## config.mk

```make
export PLATFORM = sky130hd
export DESIGN_NAME = peripheral_keypad
export DESIGN_NICKNAME = d
export VERILOG_FILES = /design/src/rtl/peripheral_keypad.sv
export SDC_FILE = /design/constraint.sdc
export NUM_CORES = 1
export LEC_CHECK = 0
export CAP_MARGIN = 20
export CORE_MARGIN = 2
export CORE_UTILIZATION = 51
export CTS_CLUSTER_DIAMETER = 100
export DETAILED_ROUTE_END_ITERATION = 7
export PLACE_DENSITY = 0.77
export RECOVER_POWER = 25
export SYNTH_ARGS = -nofsm -noshare
export SYNTH_HDL_FRONTEND = slang
export SYNTH_SLANG_ARGS = --single-unit
```

## constraint.sdc

```tcl
create_clock -name clk -period 3.7 [get_ports clk]
set_input_delay 0.74 -clock clk [delete_from_list [all_inputs] [get_ports clk]]
set_output_delay 0.74 -clock clk [all_outputs]
set_load 0.005 [all_outputs]
```

## src/rtl/peripheral_keypad.sv

```systemverilog
// 4x4 matrix keypad scanner: column drive, row sync, debounce, key FIFO, bus registers.
// Optional macro KEYPAD_IRQ_EN adds a registered irq output and the CTRL[2] irq_en bit.
module peripheral_keypad #(
  parameter int unsigned SCAN_DIV   = 26000,
  parameter int unsigned DEBOUNCE   = 4,
  parameter int unsigned FIFO_DEPTH = 8
) (
  input  logic        clk,
  input  logic        resetn,
  input  logic [15:0] d_in,
  input  logic        cs,
  input  logic [4:0]  addr,
  input  logic        rd,
  input  logic        wr,
  output logic [31:0] d_out,
  input  logic [3:0]  row_in,
  output logic [3:0]  col_out
`ifdef KEYPAD_IRQ_EN
  ,
  output logic        irq
`endif
);

  localparam int unsigned DIV_W = (SCAN_DIV > 1) ? $clog2(SCAN_DIV) : 1;
  localparam int unsigned AW    = (FIFO_DEPTH > 1) ? $clog2(FIFO_DEPTH) : 1;
  localparam int unsigned CNT_W = AW + 1;

  localparam logic [4:0] ADDR_STATUS = 5'h00;
  localparam logic [4:0] ADDR_DATA   = 5'h04;
  localparam logic [4:0] ADDR_CTRL   = 5'h08;
  localparam logic [3:0] DEB_CNT     = 4'(DEBOUNCE);

  typedef enum logic [1:0] {
    ST_RELEASED,
    ST_PRESS_CAND,
    ST_PRESSED,
    ST_RELEASE_CAND
  } state_e;

  logic [3:0]       row_meta_q, row_sync_q;
  logic             ctrl_en_q, ctrl_en_d;
  logic             irq_en_c;
  logic [DIV_W-1:0] div_q, div_d;
  logic [1:0]       col_q, col_d;
  logic [3:0]       col_out_q, col_out_d;
  logic [1:0]       hits_q, hits_d, res_hits_c;
  logic [3:0]       code_q, code_d, res_code_c;
  logic [2:0]       row_hits_c;
  logic [1:0]       row_idx_c;
  logic             scan_run_c, scan_done_c;
  state_e           state_q, state_d;
  logic [3:0]       cnt_q, cnt_d, cnt_inc_c;
  logic [3:0]       cand_q, cand_d;
  logic             push_c;
  logic [3:0]       push_code_c;
  logic [3:0]       mem_q [FIFO_DEPTH];
  logic [3:0]       mem_d [FIFO_DEPTH];
  logic [AW-1:0]    wr_ptr_q, wr_ptr_d, rd_ptr_q, rd_ptr_d;
  logic [CNT_W-1:0] count_q, count_d;
  logic             ovf_q, ovf_d;
  logic [31:0]      d_out_q, d_out_d;
  logic             rd_en_c, wr_ctrl_c, flush_c, pop_c, accept_c;
  logic             not_empty_c, full_c;

  // Bus decode and CTRL enable bit; flush is a write-1 pulse and never stored
  always_comb begin
    rd_en_c     = cs & rd;
    wr_ctrl_c   = cs & wr & (addr == ADDR_CTRL);
    flush_c     = wr_ctrl_c & d_in[1];
    ctrl_en_d   = wr_ctrl_c ? d_in[0] : ctrl_en_q;
    not_empty_c = (count_q != '0);
    full_c      = (count_q == CNT_W'(FIFO_DEPTH));
    pop_c       = rd_en_c & (addr == ADDR_DATA) & not_empty_c;
  end

  // Column scan and per-scan accumulation of low rows
  always_comb begin
    div_d       = div_q;
    col_d       = col_q;
    hits_d      = hits_q;
    code_d      = code_q;
    res_hits_c  = hits_q;
    res_code_c  = code_q;
    scan_done_c = 1'b0;
    row_hits_c  = 3'd0;
    row_idx_c   = 2'd0;
    scan_run_c  = ctrl_en_q & ctrl_en_d;
    for (int i = 0; i < 4; i++) begin
      if (!row_sync_q[i]) row_hits_c = row_hits_c + 3'd1;
    end
    for (int i = 3; i >= 0; i--) begin
      if (!row_sync_q[i]) row_idx_c = 2'(i);
    end
    if (!scan_run_c) begin
      div_d  = '0;
      col_d  = 2'd0;
      hits_d = 2'd0;
      code_d = 4'd0;
    end else if (div_q == DIV_W'(SCAN_DIV - 1)) begin
      div_d = '0;
      col_d = col_q + 2'd1;
      if (row_hits_c != 3'd0) begin
        if (hits_q == 2'd0 && row_hits_c == 3'd1) begin
          res_hits_c = 2'd1;
          res_code_c = {col_q, row_idx_c};
        end else begin
          res_hits_c = 2'd2;
        end
      end
      if (col_q == 2'd3) begin
        scan_done_c = 1'b1;
        hits_d      = 2'd0;
        code_d      = 4'd0;
      end else begin
        hits_d = res_hits_c;
        code_d = res_code_c;
      end
    end else begin
      div_d = div_q + DIV_W'(1);
    end
    col_out_d = scan_run_c || (ctrl_en_d && !ctrl_en_q) ? ~(4'b0001 << col_d) : 4'hF;
  end

  // Debounce FSM; res_hits 0/1/2 = NONE/SINGLE/MULTI
  always_comb begin
    state_d     = state_q;
    cnt_d       = cnt_q;
    cand_d      = cand_q;
    push_c      = 1'b0;
    push_code_c = cand_q;
    cnt_inc_c   = cnt_q + 4'd1;
    if (!scan_run_c) begin
      state_d = ST_RELEASED;
      cnt_d   = 4'd0;
      cand_d  = 4'd0;
    end else if (scan_done_c) begin
      case (state_q)
        ST_RELEASED: begin
          if (res_hits_c == 2'd1) begin
            cand_d = res_code_c;
            if (DEB_CNT == 4'd1) begin
              push_c      = 1'b1;
              push_code_c = res_code_c;
              state_d     = ST_PRESSED;
              cnt_d       = 4'd0;
            end else begin
              state_d = ST_PRESS_CAND;
              cnt_d   = 4'd1;
            end
          end
        end
        ST_PRESS_CAND: begin
          if (res_hits_c == 2'd1 && res_code_c == cand_q) begin
            if (cnt_inc_c == DEB_CNT) begin
              push_c  = 1'b1;
              state_d = ST_PRESSED;
              cnt_d   = 4'd0;
            end else begin
              cnt_d = cnt_inc_c;
            end
          end else begin
            state_d = ST_RELEASED;
            cnt_d   = 4'd0;
          end
        end
        ST_PRESSED: begin
          if (res_hits_c == 2'd0) begin
            if (DEB_CNT == 4'd1) begin
              state_d = ST_RELEASED;
              cnt_d   = 4'd0;
            end else begin
              state_d = ST_RELEASE_CAND;
              cnt_d   = 4'd1;
            end
          end
        end
        ST_RELEASE_CAND: begin
          if (res_hits_c == 2'd0) begin
            if (cnt_inc_c == DEB_CNT) begin
              state_d = ST_RELEASED;
              cnt_d   = 4'd0;
            end else begin
              cnt_d = cnt_inc_c;
            end
          end else begin
            state_d = ST_PRESSED;
            cnt_d   = 4'd0;
          end
        end
        default: begin
          state_d = ST_RELEASED;
          cnt_d   = 4'd0;
        end
      endcase
    end
  end

  // Key FIFO: a pop frees the slot for a same-edge push; flush overrides everything
  always_comb begin
    mem_d    = mem_q;
    wr_ptr_d = wr_ptr_q;
    rd_ptr_d = rd_ptr_q;
    count_d  = count_q;
    ovf_d    = ovf_q;
    accept_c = push_c & (~full_c | pop_c);
    if (flush_c) begin
      wr_ptr_d = '0;
      rd_ptr_d = '0;
      count_d  = '0;
      ovf_d    = 1'b0;
    end else begin
      if (accept_c) begin
        mem_d[wr_ptr_q] = push_code_c;
        wr_ptr_d        = wr_ptr_q + AW'(1);
      end
      if (pop_c) rd_ptr_d = rd_ptr_q + AW'(1);
      if (push_c && !accept_c) ovf_d = 1'b1;
      case ({accept_c, pop_c})
        2'b10:   count_d = count_q + CNT_W'(1);
        2'b01:   count_d = count_q - CNT_W'(1);
        default: count_d = count_q;
      endcase
    end
  end

  // Registered read data
  always_comb begin
    d_out_d = d_out_q;
    if (rd_en_c) begin
      case (addr)
        ADDR_STATUS: d_out_d = {24'd0, 4'(count_q), 1'b0, ovf_q, full_c, not_empty_c};
        ADDR_DATA:   d_out_d = not_empty_c ? {23'd0, 1'b1, 4'd0, mem_q[rd_ptr_q]} : 32'd0;
        ADDR_CTRL:   d_out_d = {29'd0, irq_en_c, 1'b0, ctrl_en_q};
        default:     d_out_d = 32'd0;
      endcase
    end
  end

  always_ff @(posedge clk or negedge resetn) begin
    if (!resetn) begin
      row_meta_q <= 4'hF;
      row_sync_q <= 4'hF;
      ctrl_en_q  <= 1'b0;
      div_q      <= '0;
      col_q      <= 2'd0;
      col_out_q  <= 4'hF;
      hits_q     <= 2'd0;
      code_q     <= 4'd0;
      state_q    <= ST_RELEASED;
      cnt_q      <= 4'd0;
      cand_q     <= 4'd0;
      for (int unsigned i = 0; i < FIFO_DEPTH; i++) mem_q[i] <= 4'd0;
      wr_ptr_q   <= '0;
      rd_ptr_q   <= '0;
      count_q    <= '0;
      ovf_q      <= 1'b0;
      d_out_q    <= 32'd0;
    end else begin
      row_meta_q <= row_in;
      row_sync_q <= row_meta_q;
      ctrl_en_q  <= ctrl_en_d;
      div_q      <= div_d;
      col_q      <= col_d;
      col_out_q  <= col_out_d;
      hits_q     <= hits_d;
      code_q     <= code_d;
      state_q    <= state_d;
      cnt_q      <= cnt_d;
      cand_q     <= cand_d;
      mem_q      <= mem_d;
      wr_ptr_q   <= wr_ptr_d;
      rd_ptr_q   <= rd_ptr_d;
      count_q    <= count_d;
      ovf_q      <= ovf_d;
      d_out_q    <= d_out_d;
    end
  end

`ifdef KEYPAD_IRQ_EN
  logic        irq_en_q, irq_en_d, irq_q, irq_d;
  logic [12:0] d_in_unused;

  always_comb begin
    irq_en_d = wr_ctrl_c ? d_in[2] : irq_en_q;
    irq_d    = irq_en_q & not_empty_c;
  end

  always_ff @(posedge clk or negedge resetn) begin
    if (!resetn) begin
      irq_en_q <= 1'b0;
      irq_q    <= 1'b0;
    end else begin
      irq_en_q <= irq_en_d;
      irq_q    <= irq_d;
    end
  end

  assign irq_en_c    = irq_en_q;
  assign irq         = irq_q;
  assign d_in_unused = d_in[15:3];
`else
  logic [13:0] d_in_unused;

  assign irq_en_c    = 1'b0;
  assign d_in_unused = d_in[15:2];
`endif

  assign d_out   = d_out_q;
  assign col_out = col_out_q;

endmodule

```

==> impl_metrics.py, run 1 <==
metrics = {
    "placed_design": {
        "port_buffers": 28,
        "routabilityCongestion": 0.823,
        "post-dp-hpwl_um": 7790,
        "placed_area_um2": 6030,
    },
    "timing": {
        "post-route-period-util": 1.00,
        "fin_tns_setup_ns": -0.00130,
        "fin_worst_skew_ns": 0.00935,
        "period_minus_slack_ns": 3.70,
        "timing.hold.ws_ns": 0.358,
        "worst_slew_pin_slew_ns": 2.72,
        "setup_viol": 1,
        "fin_ws_ns": -0.00130,
        "slew_violations": 53,
        "max_freq_mhz": 270,
        "grt_setup_unrepaired": "yes",
        "max_slew_margin": -0.813,
        "hold_violations": 0,
    },
    "final_layout": {
        "max_flop_register": "mem_q",
        "largest_reg_flops": 32,
        "synthToLayoutAreaGrowth_pct": 19.9,
        "nNetsFinal": 609,
        "n_antenna_cell": 0,
        "drive_gt1_frac": 0.285,
        "design_area_um2": 6450,
    },
    "grt": {
        "grt_usage": 0.208,
        "grt_pass1_vias": 3923,
        "grt_max_degree": 53,
        "grt-ovfl-total": 0,
        "grt_pass1_wl_um": 18900,
        "antenna_found_initial": 0,
    },
    "yosys": {
        "synth-edff-count": 0,
        "yosysTopAreaCell": "dfrtp_1",
        "postSynthCellCount": 496,
        "synth.distinct_cells": 68,
        "synth-seq-cells": 98,
        "synthTopCellsByCount": "86 x dfrtp_1, 60 x nor2_1, 44 x nand2_1, 24 x buf_4, 21 x mux2_2",
        "synth.yosys.warnings": 0,
        "yosysMostFrequentCell": "dfrtp_1",
        "netlist_area_um2": 5380,
        "syn_area_per_cell_um2": 10.8,
        "synthDominantCellAreaShare": 0.400,
        "synth_ff_type": "dfrtp_1",
        "async_reset_ff_frac": 1.00,
        "synthTopCellsByArea": "dfrtp_1 40%, dfstp_2 5.9%, mux2_2 4.4%",
        "ys_seq_area_frac": 0.459,
    },
    "status": {
        "violations": "max-capacitance violations, max-slew violations, negative setup slack",
        "status": "complete, but fails checks",
    },
    "clock_tree": {
        "holdBufCountCts": 0,
        "insertion_delay_ns": 0.37,
        "cts-buffers-inserted": 9,
        "cts-root-buf": "clkbuf_8",
        "cts_tree": "built",
        "clk_pin_slew_ns": 0.08,
        "clock_path_buffers": 2,
        "clock_sinks": 98,
        "htreeDepth": 3,
    },
    "setup_path": {
        "r2r_setup_slack_ns": 0.01,
        "worst_setup_path_start_kind": "input port",
        "worstPathArrival_ns": 3.96,
        "r2r-start": "row_sync_q[0]",
        "critPathKind": "in -> reg",
        "required_ns": 3.96,
        "ff2ff_path_depth": 14,
        "timing.rr.end": "mem_q[23]",
        "end_kind": "register",
        "critPathMaxFanout": 6,
    },
    "drt": {
        "drt_iter0_markers": 289,
        "drc_errors": 0,
        "dr.pass1.iters": 5,
        "finalWirelength_um": 11200,
        "ant_nets": 0,
        "via_count": 3939,
        "avgViaCountPerCell": 5.56,
        "routedWlPerCell_um": 15.8,
    },
    "floorplanning": {
        "pin_count": 66,
        "die_area_um2": 11400,
        "die_w_um": 107,
        "rows": 37,
        "core_um2": 10300,
        "start_util": 0.523,
        "dieHeight_um": 107,
    },
    "pwr": {
        "vdd_drop_max_uv": 157,
        "intPower_mw": 1.57,
        "p_seq_frac": 0.534,
        "clkPwrFrac": 0.373,
        "p_comb_frac": 0.093,
        "swShare": 0.233,
        "power.density_nw_per_um2": 317,
        "p_sw_uw": 478,
        "p_leak_nw": 2.89,
    },
    "min_path": {
        "hold_path_depth": 0,
        "hp-class": "reg -> reg",
        "worstHoldStart": "row_meta_q[1]",
        "hold_end": "row_sync_q[1]",
    },
    "run": {
        "cap_violations": 1,
    },
}
[power by group through the flow]
stage / logic (mW) / clock network, mW / registers, mW
after global routing: 0.210 / 0.828 / 1.10
after floorplan: 0.102 / 0 / 1.11
after global placement: 0.159 / 0 / 1.11
after CTS: 0.177 / 0.777 / 1.09
final: 0.189 / 0.763 / 1.09
after detailed placement: 0.163 / 0 / 1.11
[critical path, cell delays in order]
cell and delay, ns:
dlygate4sd2_1 0.25, or4b_4 0.55, o41a_4 0.41, nand4_4 0.17
mux2i_2 0.29, xnor2_2 0.13, buf_4 0.18, nor3_4 0.29
nand2_4 0.12, or4_4 0.50, mux2_4 0.33
[layer usage]
metal / vias up / track usage / part of all wire / routed length (µm)
met3: 16 / 0.0249 / 0.045 / 507
met2: 102 / 0.340 / 0.48 / 5400
li1: 1832 / - / - / -
met4: 0 / 0.0798 / 0.016 / 181
met1: 1989 / 0.287 / 0.45 / 5080
met5: - / 0 / 0 / 0
[layout by cell type (no fill, tap or decap), drive strengths merged, types with 5 or more instances in the layout]
master,Yosys,routed
nor2b,8,8
mux2i,15,15
clkbuf,15,12
inv,5,5
nor3,10,10
nand3,11,11
a21oi,18,18
conb,1,23
buf,30,56
mux4,8,8
and3,7,7
dfstp,12,12
dfrtp,86,86
xor2,16,16
o21ai,16,16
mux2,34,34
nand4,5,5
clkdlybuf4s50,0,19
ha,11,11
nand2,46,46
xnor2,12,12
nor2,60,60
nand2b,13,13
[stage by stage]
stage,setup WS [ns],util,std cells,total power [mW]
2_1_floorplan,-0.111,-,518,1.21
3_3_place_gp,-0.553,0.586,684,1.27
3_5_place_dp,-0.636,0.586,684,1.28
4_1_cts,-0.0753,0.619,706,2.05
5_1_grt,-0.241,0.627,708,2.13
6_report,-0.00130,0.627,708,2.05
[timing repair]
item                                    4_1_cts  5_1_grt
endpoints found under the setup margin       34       35
pin swaps                                    19       11
buffers inserted                              7        3
gates resized for setup                      22       11
endpoints found under the hold margin         0        0
[cells by family (layout without fill, tap and decap cells)]
| logic type | Yosys count | in the layout | share of synthesized area |
|---|---|---|---|
| AOI/OAI and AO/OA | 65 | 65 | 0.0835 |
| DFF | 98 | 98 | 0.459 |
| xor gates and xnor gates | 30 | 30 | 0.0542 |
| other | 1 | 23 | 0.000697 |
| and+or+nand+nor | 184 | 184 | 0.179 |
| muxes | 57 | 57 | 0.142 |
| adders and majority gates | 11 | 11 | 0.0256 |
| buffers and inverters | 50 | 104 | 0.0563 |
[worst max-delay path by stage]
stage                   from          to  slack [ns]  depth (start not counted)
2_1_floorplan        addr[1]  count_q[3]       -0.11                         13
3_3_place_gp         addr[1]  count_q[3]       -0.55                         14
3_5_place_dp         addr[1]  count_q[3]       -0.64                         14
4_1_cts        row_sync_q[0]  count_q[3]       -0.08                         17
5_1_grt        row_sync_q[1]  count_q[3]       -0.24                         18
6_report             addr[2]   mem_q[23]      -0.001                         11
[area by class of cell]
| type | instances | area, µm² |
|---|---|---|
| Tap cell | 136 | 170 |
| Inverter | 5 | 18.8 |
| Sequential cell | 98 | 2470 |
| Clock inverter | 4 | 76.3 |
| Multi-Input combinational cell | 370 | 2870 |
| Clock buffer | 11 | 141 |
| Fill cell | 788 | 3830 |
| Timing Repair Buffer | 84 | 709 |
Note: power is estimated with default switching activity, not from simulation.
==> run 2, diff against run 1 <==
ABC_AREA = 1   (was not set)
CORE_UTILIZATION = 50   (was 51)
PLACE_DENSITY = 0.76   (was 0.77)
==> run 2 against run 1 <==
Against the previous run: the run ends with max-capacitance violations, max-slew violations left; wire length decreased by 1.8%; cell count increased by 13%; clock skew grew 0.0090 ns; sequential share of layout area up 4.3 points; flip-flop and latch count unchanged; sequential power grew 6%; critical path depth up 15; worst hold slack better by 0.00093 ns; non-clock buffer count fell by 44; via count is 8.8% higher; register-to-register slack improved by 0.14 ns; core utilization down 3.8 points; critical endpoint is now count_q[2]; largest power group unchanged; highest routed layer unchanged.
==> impl_metrics.py, run 2 <==
metrics = {
    "status": {
        "status": "complete, but fails checks",
        "violations": "max-capacitance violations, max-slew violations",
    },
    "setup_path": {
        "critical_path.top_delay_family": "simple AND/OR/NAND/NOR gates",
        "crit_slowest_cell": "dfstp_2",
        "critPathMaxFanout": 8,
        "worst_setup_path_start_kind": "register",
        "r2r-start": "row_sync_q[1]",
        "required_ns": 3.98,
        "ff2ff_path_depth": 26,
        "max_stage_delay_ns": 0.57,
        "timing.rr.end": "count_q[2]",
        "critPathKind": "reg -> reg",
        "critPathBufInv": 5,
        "r2r_setup_slack_ns": 0.15,
        "worstPathArrival_ns": 3.83,
        "end_kind": "register",
        "crit_top_cell": "nand2_1",
    },
    "floorplanning": {
        "core_um2": 9820,
        "start_util": 0.519,
        "die_w_um": 105,
        "pin_count": 66,
        "rows": 36,
        "dieHeight_um": 105,
        "die_area_um2": 11000,
    },
    "pwr": {
        "clkPwrFrac": 0.326,
        "p_sw_uw": 647,
        "vdd_drop_max_uv": 252,
        "p_seq_frac": 0.523,
        "intPower_mw": 1.56,
        "power.density_nw_per_um2": 381,
        "p_leak_nw": 2.62,
        "swShare": 0.293,
        "p_comb_frac": 0.151,
    },
    "clock_tree": {
        "cts-buffers-inserted": 9,
        "cts-root-buf": "clkbuf_8",
        "clk_pin_slew_ns": 0.11,
        "clock_sinks": 98,
        "insertion_delay_ns": 0.38,
        "htreeDepth": 3,
        "clock_path_buffers": 2,
        "holdBufCountCts": 0,
        "cts_tree": "built",
    },
    "timing": {
        "max_slew_margin": -0.841,
        "fin_worst_skew_ns": 0.0183,
        "fin_tns_setup_ns": 0,
        "hold_violations": 0,
        "setup_viol": 0,
        "slew_violations": 54,
        "worst_slew_pin_slew_ns": 2.76,
        "max_freq_mhz": 282,
        "post-route-period-util": 0.960,
        "period_minus_slack_ns": 3.55,
    },
    "yosys": {
        "synth.yosys.warnings": 0,
        "synth-seq-cells": 98,
        "netlist_area_um2": 5100,
        "synth-edff-count": 0,
        "synthTopCellsByArea": "dfrtp_1 42%, nand2_1 9.6%, dfstp_2 6.2%",
        "synth_ff_type": "dfrtp_1",
        "syn_area_per_cell_um2": 8.25,
        "synthDominantCellAreaShare": 0.422,
        "ys_seq_area_frac": 0.484,
        "yosysTopAreaCell": "dfrtp_1",
        "postSynthCellCount": 618,
        "synth.distinct_cells": 46,
        "async_reset_ff_frac": 1.00,
        "synthTopCellsByCount": "131 x nand2_1, 86 x dfrtp_1, 75 x inv_1, 62 x nor2_1, 43 x nand3_1",
        "yosysMostFrequentCell": "nand2_1",
    },
    "drt": {
        "finalWirelength_um": 11000,
        "routedWlPerCell_um": 13.7,
        "dr.pass1.iters": 5,
        "ant_nets": 0,
        "avgViaCountPerCell": 5.36,
        "drt_iter0_markers": 203,
        "drc_errors": 0,
        "via_count": 4286,
    },
    "final_layout": {
        "final_common_cell": "nand2_1",
        "n_antenna_cell": 0,
        "final_cell_mix": "125 x nand2_1, 86 x dfrtp_1, 74 x inv_1",
        "design_area_um2": 5790,
        "max_flop_register": "mem_q",
        "drive_gt1_frac": 0.118,
        "multi_input_area_um2": 2290,
        "nNetsFinal": 703,
        "fin_util": 0.590,
        "seqCellArea_um2": 2470,
        "largest_reg_flops": 32,
        "synthToLayoutAreaGrowth_pct": 13.5,
        "fillers": 861,
    },
    "placed_design": {
        "placed_area_um2": 5490,
        "routabilityCongestion": 0.882,
        "post-dp-hpwl_um": 7920,
        "port_buffers": 28,
    },
    "grt": {
        "grt_pass1_vias": 4152,
        "grt_usage": 0.208,
        "antenna_found_initial": 0,
        "grt-ovfl-total": 0,
        "grt_pass1_wl_um": 18800,
        "grt_max_degree": 54,
    },
    "min_path": {
        "hp-class": "reg -> reg",
        "worstHoldStart": "row_meta_q[0]",
        "hold_path_depth": 0,
        "hold_end": "row_sync_q[0]",
    },
    "run": {
        "cap_violations": 1,
    },
}
## run 2: metal layers
metal,global-route usage,vias up,wire [µm]
met2,0.354,141,5370
met1,0.261,2021,4710
met4,0.0800,0,315
met5,0,-,0
met3,0.0412,37,569
li1,-,2087,-
## run 2: timing repair
action | in CTS | in global routing
endpoints found under the setup margin | 0 | 36
resized for setup | 0 | 16
buffers inserted | 0 | 4
## run 2: worst max path at each step
stage / start / depth (start not counted) / endpoint
floorplan: row_sync_q[0] / 25 / count_q[3]
global placement: addr[4] / 22 / count_q[3]
detailed placement: addr[4] / 19 / mem_q[1]
CTS: row_sync_q[0] / 24 / mem_q[21]
global route: row_sync_q[0] / 29 / count_q[2]
finish: row_sync_q[1] / 26 / count_q[2]
## run 2: power groups by stage
stage / sequential, mW / clock (mW) / combinational, mW
3_5_place_dp: 1.17 / 0 / 0.310
2_1_floorplan: 1.15 / 0 / 0.229
6_report: 1.15 / 0.720 / 0.334
5_1_grt: 1.16 / 0.771 / 0.381
3_3_place_gp: 1.17 / 0 / 0.303
4_1_cts: 1.15 / 0.730 / 0.311
## run 2: cell families after synthesis
| group | after synthesis | synth area share |
|---|---|---|
| compound gates | 112 | 0.126 |
| xor+xnor | 6 | 0.0103 |
| fa+ha+maj | 11 | 0.0270 |
| buf+inv | 108 | 0.0964 |
| flops | 98 | 0.484 |
| other cells | 1 | 0.000735 |
| simple gates | 282 | 0.256 |
## run 2: final cells by class
class,count,share of cell area
clock buffers,10,0.0238
well taps,133,0.0287
flip-flops and latches,98,0.426
multi-input cells,434,0.395
clock inverters,6,0.0112
repair buffers,40,0.0635
inverters,79,0.0512
## run 2: per-stage QoR
stage	power (mW)	instances	hold slack, ns	worst slack (ns)
floorplan	1.38	640	0.345	0.369
global placement	1.47	780	0.346	0.180
detailed placement	1.48	780	0.347	0.133
CTS	2.19	796	0.360	0.132
global route	2.31	800	0.364	-0.116
finish	2.21	800	0.359	0.149
## run 2: worst register-to-register path: cells and delay by family, from the launching register on
family                   cells  cell delay [ns]
flip-flops                   1             0.57
buffers and inverters        5             0.40
adder cells (fa/ha/maj)      3             0.69
AND/OR/NAND/NOR             16             1.59
AO/OA/AOI/OAI                2             0.23
